File: src/rtl/mem_arbiter.sv
// rtl/mem_arbiter.sv - two-master arbiter for the single-port data/instruction memory
//
// Purpose:
//   Arbitrates master 0 (instruction fetch) and master 1 (load/store) onto one
//   single-port memory. At most one request is granted per cycle. When both
//   masters request, grants are round-robin with a bounded hold window of
//   MAX_HOLD consecutive grants. Responses are registered, one cycle after
//   accept. Word addresses at or beyond MEM_NUM are granted but flagged with err.
//
// Ports:
//   clk, rst                     clock, synchronous active-high reset
//   mX_req/we/addr/wdata         request from master X (held until mX_gnt)
//   mX_gnt                       combinational accept for master X
//   mX_rvalid/rdata/err          one-cycle registered response to master X
//   mem_rw/addr/wdata            memory drive from the granted master
//   mem_rdata                    combinational memory read data

`ifndef WRITE_ENABLE
`define WRITE_ENABLE 1'b1
`endif

module mem_arbiter #(
   parameter int MEM_NUM  = 4096,
   parameter int MAX_HOLD = 4
) (
   input  logic        clk,
   input  logic        rst,
   input  logic        m0_req,
   input  logic        m0_we,
   input  logic [31:0] m0_addr,
   input  logic [31:0] m0_wdata,
   output logic        m0_gnt,
   output logic        m0_rvalid,
   output logic [31:0] m0_rdata,
   output logic        m0_err,
   input  logic        m1_req,
   input  logic        m1_we,
   input  logic [31:0] m1_addr,
   input  logic [31:0] m1_wdata,
   output logic        m1_gnt,
   output logic        m1_rvalid,
   output logic [31:0] m1_rdata,
   output logic        m1_err,
   output logic        mem_rw,
   output logic [31:0] mem_addr,
   output logic [31:0] mem_wdata,
   input  logic [31:0] mem_rdata
);

   localparam int          HW        = $clog2(MAX_HOLD + 1);
   localparam logic [HW-1:0] HOLD_MAX = HW'(MAX_HOLD);
   localparam logic [31:0] MEM_WORDS = 32'(MEM_NUM);
   localparam logic        WR        = `WRITE_ENABLE;
   localparam logic        NWR       = ~WR;

   logic          last;
   logic [HW-1:0] hold_cnt;
   logic          gnt0, gnt1, any_gnt, sel;
   logic          sel_we, in_range;
   logic [31:0]   sel_addr, sel_wdata, resp_data;
   logic          rvalid0_q, rvalid1_q;

   // Arbitration: hold_cnt counts consecutive grants to 'last'; once it reaches
   // MAX_HOLD under contention the other master wins.
   always_comb begin
      gnt0 = 1'b0;
      gnt1 = 1'b0;
      if (!rst) begin
         if (m0_req && m1_req) begin
            if (hold_cnt < HOLD_MAX) begin
               gnt0 = ~last;
               gnt1 = last;
            end else begin
               gnt0 = last;
               gnt1 = ~last;
            end
         end else begin
            gnt0 = m0_req;
            gnt1 = m1_req;
         end
      end
   end

   assign any_gnt   = gnt0 | gnt1;
   assign sel       = gnt1;
   assign sel_we    = sel ? m1_we    : m0_we;
   assign sel_addr  = sel ? m1_addr  : m0_addr;
   assign sel_wdata = sel ? m1_wdata : m0_wdata;
   assign in_range  = {2'b00, sel_addr[31:2]} < MEM_WORDS;

   assign m0_gnt    = gnt0;
   assign m1_gnt    = gnt1;
   assign mem_rw    = (any_gnt && sel_we && in_range) ? WR : NWR;
   assign mem_addr  = any_gnt ? sel_addr  : 32'd0;
   assign mem_wdata = any_gnt ? sel_wdata : 32'd0;

   // Writes and rejected accesses respond with zero data.
   assign resp_data = (sel_we || !in_range) ? 32'd0 : mem_rdata;

   always_ff @(posedge clk) begin
      if (rst) begin
         last      <= 1'b0;
         hold_cnt  <= '0;
         rvalid0_q <= 1'b0;
         rvalid1_q <= 1'b0;
         m0_rdata  <= 32'd0;
         m1_rdata  <= 32'd0;
         m0_err    <= 1'b0;
         m1_err    <= 1'b0;
      end else begin
         rvalid0_q <= gnt0;
         rvalid1_q <= gnt1;
         if (gnt0) begin
            m0_rdata <= resp_data;
            m0_err   <= ~in_range;
         end
         if (gnt1) begin
            m1_rdata <= resp_data;
            m1_err   <= ~in_range;
         end
         if (any_gnt) begin
            if (sel == last) begin
               if (hold_cnt != HOLD_MAX)
                  hold_cnt <= hold_cnt + HW'(1);
            end else begin
               last     <= sel;
               hold_cnt <= HW'(1);
            end
         end else begin
            hold_cnt <= '0;
         end
      end
   end

   // A response in flight when reset arrives is suppressed immediately.
   assign m0_rvalid = rvalid0_q & ~rst;
   assign m1_rvalid = rvalid1_q & ~rst;

endmodule

File: config.mk
export PLATFORM = sky130hd
export DESIGN_NAME = mem_arbiter
export DESIGN_NICKNAME = d
export VERILOG_FILES = /design/src/rtl/mem_arbiter.sv
export SDC_FILE = /design/constraint.sdc
export NUM_CORES = 1
export LEC_CHECK = 0
export CORE_AREA = 2 2 116 118
export DETAILED_ROUTE_END_ITERATION = 8
export DIE_AREA = 0 0 118 120
export PLACE_DENSITY = 0.72
export SYNTH_ARGS = -nofsm -noshare
export SYNTH_HDL_FRONTEND = slang
export SYNTH_SLANG_ARGS = --single-unit
File: constraint.sdc
create_clock -name clk -period 2 [get_ports clk]
set_input_delay 0.4 -clock clk [delete_from_list [all_inputs] [get_ports clk]]
set_output_delay 0.4 -clock clk [all_outputs]
set_load 0.01 [all_outputs]
==> impl_metrics.env, run 1 <==
export IMPL_cts_made_buffers=9
export IMPL_power_density_nw_per_um2=541
export IMPL_antenna_found_initial=0
export IMPL_hp_start="m0_rdata[9]$_SDFFE_PP0P_"
export IMPL_drc=0
export IMPL_yosysTopAreaCell="dfxtp_1"
export IMPL_r2r_cells=6
export IMPL_place_hpwl_um=12300
export IMPL_ys_warn_count=0
export IMPL_grt_ovfl_total=0
export IMPL_crit_start="m1_addr[16]"
export IMPL_syn_to_final_growth_pct=116
export IMPL_final_hold_viol_count=0
export IMPL_crit_path_max_fanout=2
export IMPL_use_met3_pct=5.23
export IMPL_hold_class="reg2reg"
export IMPL_r2r_slack_ns=0.10
export IMPL_critPathTopFamily="simple AND/OR/NAND/NOR gates"
export IMPL_ctsRootBufferMaster="clkbuf_16"
export IMPL_required_ns=1.60
export IMPL_status="finished with violations"
export IMPL_die_w_um=118
export IMPL_port_buffers=300
export IMPL_die_area_um2=14200
export IMPL_clock_latency_ns=0.33
export IMPL_maxSlewViolCount=0
export IMPL_wirelength_um=15900
export IMPL_synth_top_area_share_pct=43.1
export IMPL_synth_net_count=585
export IMPL_die_h_um=120
export IMPL_grt_pass1_wl_um=24100
export IMPL_final_cells=910
export IMPL_cts_max_level=3
export IMPL_yosys_cell_types_count=31
export IMPL_p_sw_mw=1.04
export IMPL_ys_top_cells_by_area="dfxtp_1 43%, a22o_1 17%, nand2_1 15%, a21oi_1 9.6%, clkbuf_1 1.6%"
export IMPL_violations="setup timing"
export IMPL_crit_chain="clkdlybuf4s50_1, nor4_1, nand2_1, or3_4, a221oi_4, buf_6"
export IMPL_critPathBufInv=2
export IMPL_drive_gt1_share_pct=21.1
export IMPL_drtAntennaViolNets=0
export IMPL_dp_cells=887
export IMPL_grt_use_met2_pct=39.0
export IMPL_intPower_mw=2.86
export IMPL_hold_depth=1
export IMPL_cts_max_path_buffers=2
export IMPL_clk_pin_slew_ns=0.06
export IMPL_clkPwrFrac_pct=38.4
export IMPL_clock_skew_ns=0.00654
export IMPL_grt_max_degree=37
export IMPL_crit_type="in2out"
export IMPL_synthCells=417
export IMPL_use_met1_pct=25.3
export IMPL_leakage_nw=2.98
export IMPL_viasPerCell=4.82
export IMPL_final_setup_viol_count=66
export IMPL_io_pins=301
export IMPL_synth_area_um2=3340
export IMPL_start_kind="input pin"
export IMPL_setup_slack_ns=-0.471
export IMPL_num_antenna_cells=0
export IMPL_switching_share_pct=26.7
export IMPL_cpPeakStageDelay_ns=0.43
export IMPL_fillers=1207
export IMPL_layout_nets=897
export IMPL_slew_headroom_pct=73.6
export IMPL_synthTopCellsByCount="133 x nand2_1, 72 x dfxtp_1, 64 x a21oi_1, 64 x a22o_1, 14 x clkbuf_1"
export IMPL_post_route_period_util_pct=124
export IMPL_finalPower_mw=3.90
export IMPL_pwr_share_comb_pct=24.3
export IMPL_cp_arrival_ns=2.07
export IMPL_timing_max_cap_violations=0
export IMPL_drt_iter0_drc=239
export IMPL_cts_sinks=72
export IMPL_rsz0062_at_grt="true"
export IMPL_r2r_end="m1_rdata[24]$_SDFFE_PP0N_"
export IMPL_track_usage_pct=21.5
export IMPL_dr_pass1_iters=5
export IMPL_crit_path_end_kind="output port"
export IMPL_grt_pass1_vias=4378
export IMPL_tightest_slew_ns=0.394
export IMPL_rows=42
export IMPL_layout_min_cycle_time_ns=2.47
export IMPL_synthFlopType="dfxtp_1"
export IMPL_crit_slowest_cell="clkdlybuf4s50_1"
export IMPL_synth_yosys_seq_area_share_pct=43.1
export IMPL_wl_per_cell_um=17.5
export IMPL_synth_avg_cell_area_um2=8.01
export IMPL_gp_congestion=0.961
export IMPL_fmax_mhz=405
export IMPL_core_um2=13000
export IMPL_power_frac_seq_pct=37.3
export IMPL_initial_core_util_pct=25.7
export IMPL_yosysMostFrequentCell="nand2_1"
export IMPL_busiest_layer="met2"
export IMPL_yosys_register_bits=72
export IMPL_hold_end="m0_rdata[9]$_SDFFE_PP0P_"
export IMPL_vdd_drop_max_v=0.000410
export IMPL_num_vias=4382
export IMPL_regToRegStartpoint="last$_SDFFE_PP0P_"
export IMPL_synth_edf_count=0
export IMPL_cts_tree="yes"
export IMPL_async_flop_share_pct=0
==> power groups by stage <==
stage | Sequential [mW] | Clock (mW) | Combinational, mW
floorplan | 1.49 | 0 | 0.297
global placement | 1.49 | 0 | 0.949
detailed placement | 1.49 | 0 | 0.956
CTS | 1.45 | 1.53 | 0.948
global route | 1.46 | 1.59 | 1.02
finish | 1.46 | 1.50 | 0.950
==> cell families (layout without fill, tap and decap cells) <==
| group | Yosys count | after routing | synth area share, % |
|---|---|---|---|
| xor gates and xnor gates | 3 | 3 | 0.786 |
| muxes | 1 | 1 | 0.300 |
| adders and majority gates | 2 | 2 | 0.749 |
| and+or+nand+nor | 159 | 159 | 20.4 |
| AOI/OAI and AO/OA | 139 | 139 | 28.9 |
| DFF | 72 | 72 | 43.1 |
| buffers and inverters | 41 | 358 | 5.77 |
==> layer usage <==
metal / vias up / share of wire [%]
li1: 2093 / -
met1: 2053 / 40
met2: 209 / 51
met3: 27 / 6.4
met4: 0 / 2.1
met5: - / 0
==> area by class of cell <==
class	instances	area [um^2]	area share, %
clock inverters	6	42.5	0.590
flip-flops and latches	72	1450	20.0
multi-input cells	304	1890	26.2
clock buffers	10	239	3.31
inverters	6	30.0	0.416
repair buffers	336	3340	46.4
well taps	176	220	3.05
==> per-stage QoR <==
| step | worst slack, ns | area (um^2) | utilization [%] | setup TNS (ns) | hold WS, ns |
|---|---|---|---|---|---|
| 5_1_grt | -0.529 | 7210 | 55.6 | -25.83 | 0.492 |
| 3_3_place_gp | -1.17 | 6800 | 52.4 | -79.86 | 0.460 |
| 2_1_floorplan | -0.0192 | 3430 | - | -0.0192 | 0.513 |
| 4_1_cts | -0.516 | 7220 | 55.6 | -26.91 | 0.480 |
| 6_report | -0.471 | 7210 | 55.6 | -20.83 | 0.478 |
| 3_5_place_dp | -1.10 | 6800 | 52.4 | -80.60 | 0.463 |
==> placed cells by master, fill, tap and decap left out, drive strengths merged, types with 4 or more instances in the layout <==
master / count
a22o: 64
dlymetal6s2s: 7
dfxtp: 72
nand2: 133
dlygate4sd2: 21
clkdlybuf4s15: 34
nor2: 4
inv: 7
nor4: 10
clkbuf: 35
buf: 42
clkdlybuf4s50: 206
a21oi: 64
==> state kept, by name (all words and copies together), names as in the netlist <==
signal,cells
m1_rdata,32
rvalid0_q,1
m0_rdata,32
hold_cnt,3
m1_err,1
m0_err,1
last,1
rvalid1_q,1
==> worst max path at each step <==
| stage | cells past startpoint | slack (ns) | to |
|---|---|---|---|
| after global routing | 5 | -0.53 | mem_rw |
| after detailed placement | 6 | -1.10 | mem_rw |
| final | 6 | -0.47 | mem_rw |
| after CTS | 5 | -0.52 | mem_rw |
| after floorplan | 5 | -0.02 | mem_rw |
| after global placement | 6 | -1.17 | mem_rw |
==> repair_timing <==
item / 4_1_cts / 5_1_grt
gates cloned: 2 / 1
hold buffers: 0 / 0
endpoints found under the setup margin: 102 / 66
setup buffers: 2 / 2
gates resized for setup: 188 / 79
pin swaps: 14 / 13
(Power assumes the default switching activity.)
==> run 2: changes to the inputs <==
--- a/config.mk
+++ b/config.mk
@@ -9,6 +9,7 @@
 export DETAILED_ROUTE_END_ITERATION = 8
 export DIE_AREA = 0 0 118 120
 export PLACE_DENSITY = 0.72
+export SETUP_SLACK_MARGIN = 0.02
 export SYNTH_ARGS = -nofsm -noshare
 export SYNTH_HDL_FRONTEND = slang
 export SYNTH_SLANG_ARGS = --single-unit
==> impl_metrics.env, run 2 (same netlist as run 1, synthesis figures left out) <==
export IMPL_rows=42
export IMPL_vdd_drop_max_v=0.000366
export IMPL_switching_share_pct=26.4
export IMPL_die_h_um=120
export IMPL_grt_max_degree=36
export IMPL_intPower_mw=2.87
export IMPL_cts_max_level=3
export IMPL_violations="setup timing"
export IMPL_initial_core_util_pct=25.7
export IMPL_fmax_mhz=408
export IMPL_fillers=1207
export IMPL_post_place_ws_ns=-1.20
export IMPL_cts_sinks=72
export IMPL_syn_to_final_growth_pct=122
export IMPL_cp_arrival_ns=2.05
export IMPL_final_core_util_pct=57.1
export IMPL_num_vias=4478
export IMPL_die_area_um2=14200
export IMPL_port_buffers=300
export IMPL_leakage_nw=3.11
export IMPL_drc=0
export IMPL_grt_ovfl_total=0
export IMPL_clk_pin_slew_ns=0.06
export IMPL_cts_max_path_buffers=2
export IMPL_clock_skew_ns=0.00518
export IMPL_dr_pass1_iters=4
export IMPL_cts_made_buffers=9
export IMPL_start_kind="input pin"
export IMPL_drt_iter0_drc=261
export IMPL_power_density_nw_per_um2=525
export IMPL_crit_path_max_fanout=2
export IMPL_finalPower_mw=3.90
export IMPL_drtAntennaViolNets=0
export IMPL_layout_nets=911
export IMPL_pwr_share_comb_pct=24.3
export IMPL_timing_max_cap_violations=0
export IMPL_p_sw_mw=1.03
export IMPL_wirelength_um=16300
export IMPL_setup_slack_ns=-0.452
export IMPL_required_ns=1.60
export IMPL_clock_latency_ns=0.32
export IMPL_status="finished with violations"
export IMPL_core_um2=13000
export IMPL_placed_cell_area_um2=6830
export IMPL_final_common_cell="clkdlybuf4s50_1"
export IMPL_clkPwrFrac_pct=38.3
export IMPL_design_area_um2=7420
export IMPL_crit_type="in2out"
export IMPL_final_cell_mix="195 x clkdlybuf4s50_1, 132 x nand2_1, 70 x dfxtp_1"
export IMPL_crit_path_end_kind="output port"
export IMPL_viasPerCell=4.85
export IMPL_place_hpwl_um=12100
export IMPL_reg_top3="m0_rdata (32), m1_rdata (32), hold_cnt (3)"
export IMPL_wl_per_cell_um=17.7
export IMPL_post_route_period_util_pct=123
export IMPL_maxSlewViolCount=0
export IMPL_io_pins=301
export IMPL_die_w_um=118
export IMPL_slew_headroom_pct=74.2
export IMPL_grt_pass1_wl_um=24600
export IMPL_antenna_found_initial=0
export IMPL_layout_min_cycle_time_ns=2.45
export IMPL_hold_class="reg2reg"
export IMPL_ctsRootBufferMaster="clkbuf_16"
export IMPL_final_setup_viol_count=105
export IMPL_track_usage_pct=22.0
export IMPL_cts_tree="yes"
export IMPL_grt_pass1_vias=4646
export IMPL_final_hold_viol_count=0
export IMPL_rsz0062_at_grt="true"
export IMPL_gp_congestion=1.08
export IMPL_power_frac_seq_pct=37.3
export IMPL_num_antenna_cells=0
export IMPL_tightest_slew_ns=0.385
export IMPL_drive_gt1_share_pct=23.0
-- run 2: path summary, 6_finish.rpt --
| check | startpoint | end | slack (ns) | cells past startpoint |
|---|---|---|---|---|
| worst max register to register | hold_cnt[2]$_SDFFE_PP0N_ | m0_rdata[4]$_SDFFE_PP0P_ | -0.06 | 8 |
| worst max-delay path | m1_addr[17] | mem_rw | -0.45 | 6 |
| worst min register to register | m1_rdata[18]$_SDFFE_PP0N_ | m1_rdata[18]$_SDFFE_PP0N_ | 0.48 | 1 |
| worst min-delay path | m1_rdata[18]$_SDFFE_PP0N_ | m1_rdata[18]$_SDFFE_PP0N_ | 0.48 | 1 |
-- run 2: final cells by class --
type,instances,area [um^2],share of cell area [%]
repair buffers,350,3570,48.1
multi-input cells,304,1880,25.3
flip-flops and latches,72,1440,19.5
clock buffers,11,243,3.27
well taps,176,220,2.97
clock inverters,5,38.8,0.523
inverters,6,25.0,0.337
-- run 2: through the flow --
stage	TNS (ns)	cells	hold WS, ns
after floorplan	0	417	0.478
after global placement	-86.58	889	0.461
after detailed placement	-91.09	889	0.462
after CTS	-23.04	920	0.481
after global routing	-34.01	924	0.493
final	-23.32	924	0.476
-- run 2: power by group through the flow --
stage | Combinational (mW) | Sequential (mW) | Clock, mW
finish | 0.948 | 1.46 | 1.49
global route | 1.01 | 1.46 | 1.60
CTS | 0.944 | 1.46 | 1.53
detailed placement | 0.964 | 1.49 | 0
global placement | 0.954 | 1.49 | 0
floorplan | 0.297 | 1.49 | 0
-- run 2: routing by layer --
metal  wire length, um  vias up  GRT usage (%)
li1                  -     2122              -
met1              6270     2103           23.5
met2              8360      214           40.3
met3              1200       39           6.84
met4               512        0           8.43
met5                 0        -              0
-- run 2: worst max-delay path: stages --
cell           delay [ns]
dlygate4sd2_1        0.27
nor4_2               0.34
nand2_1              0.15
or3_4                0.43
a221oi_4             0.31
buf_6                0.16
-- run 2: timing repair --
item | CTS | global route
pin swaps | 21 | 9
buffers inserted | 12 | 2
gates cloned | 5 | 2
gates resized for setup | 291 | 19
hold buffers | 0 | 0
hold endpoints to repair | 0 | 0
setup endpoints to repair | 133 | 132
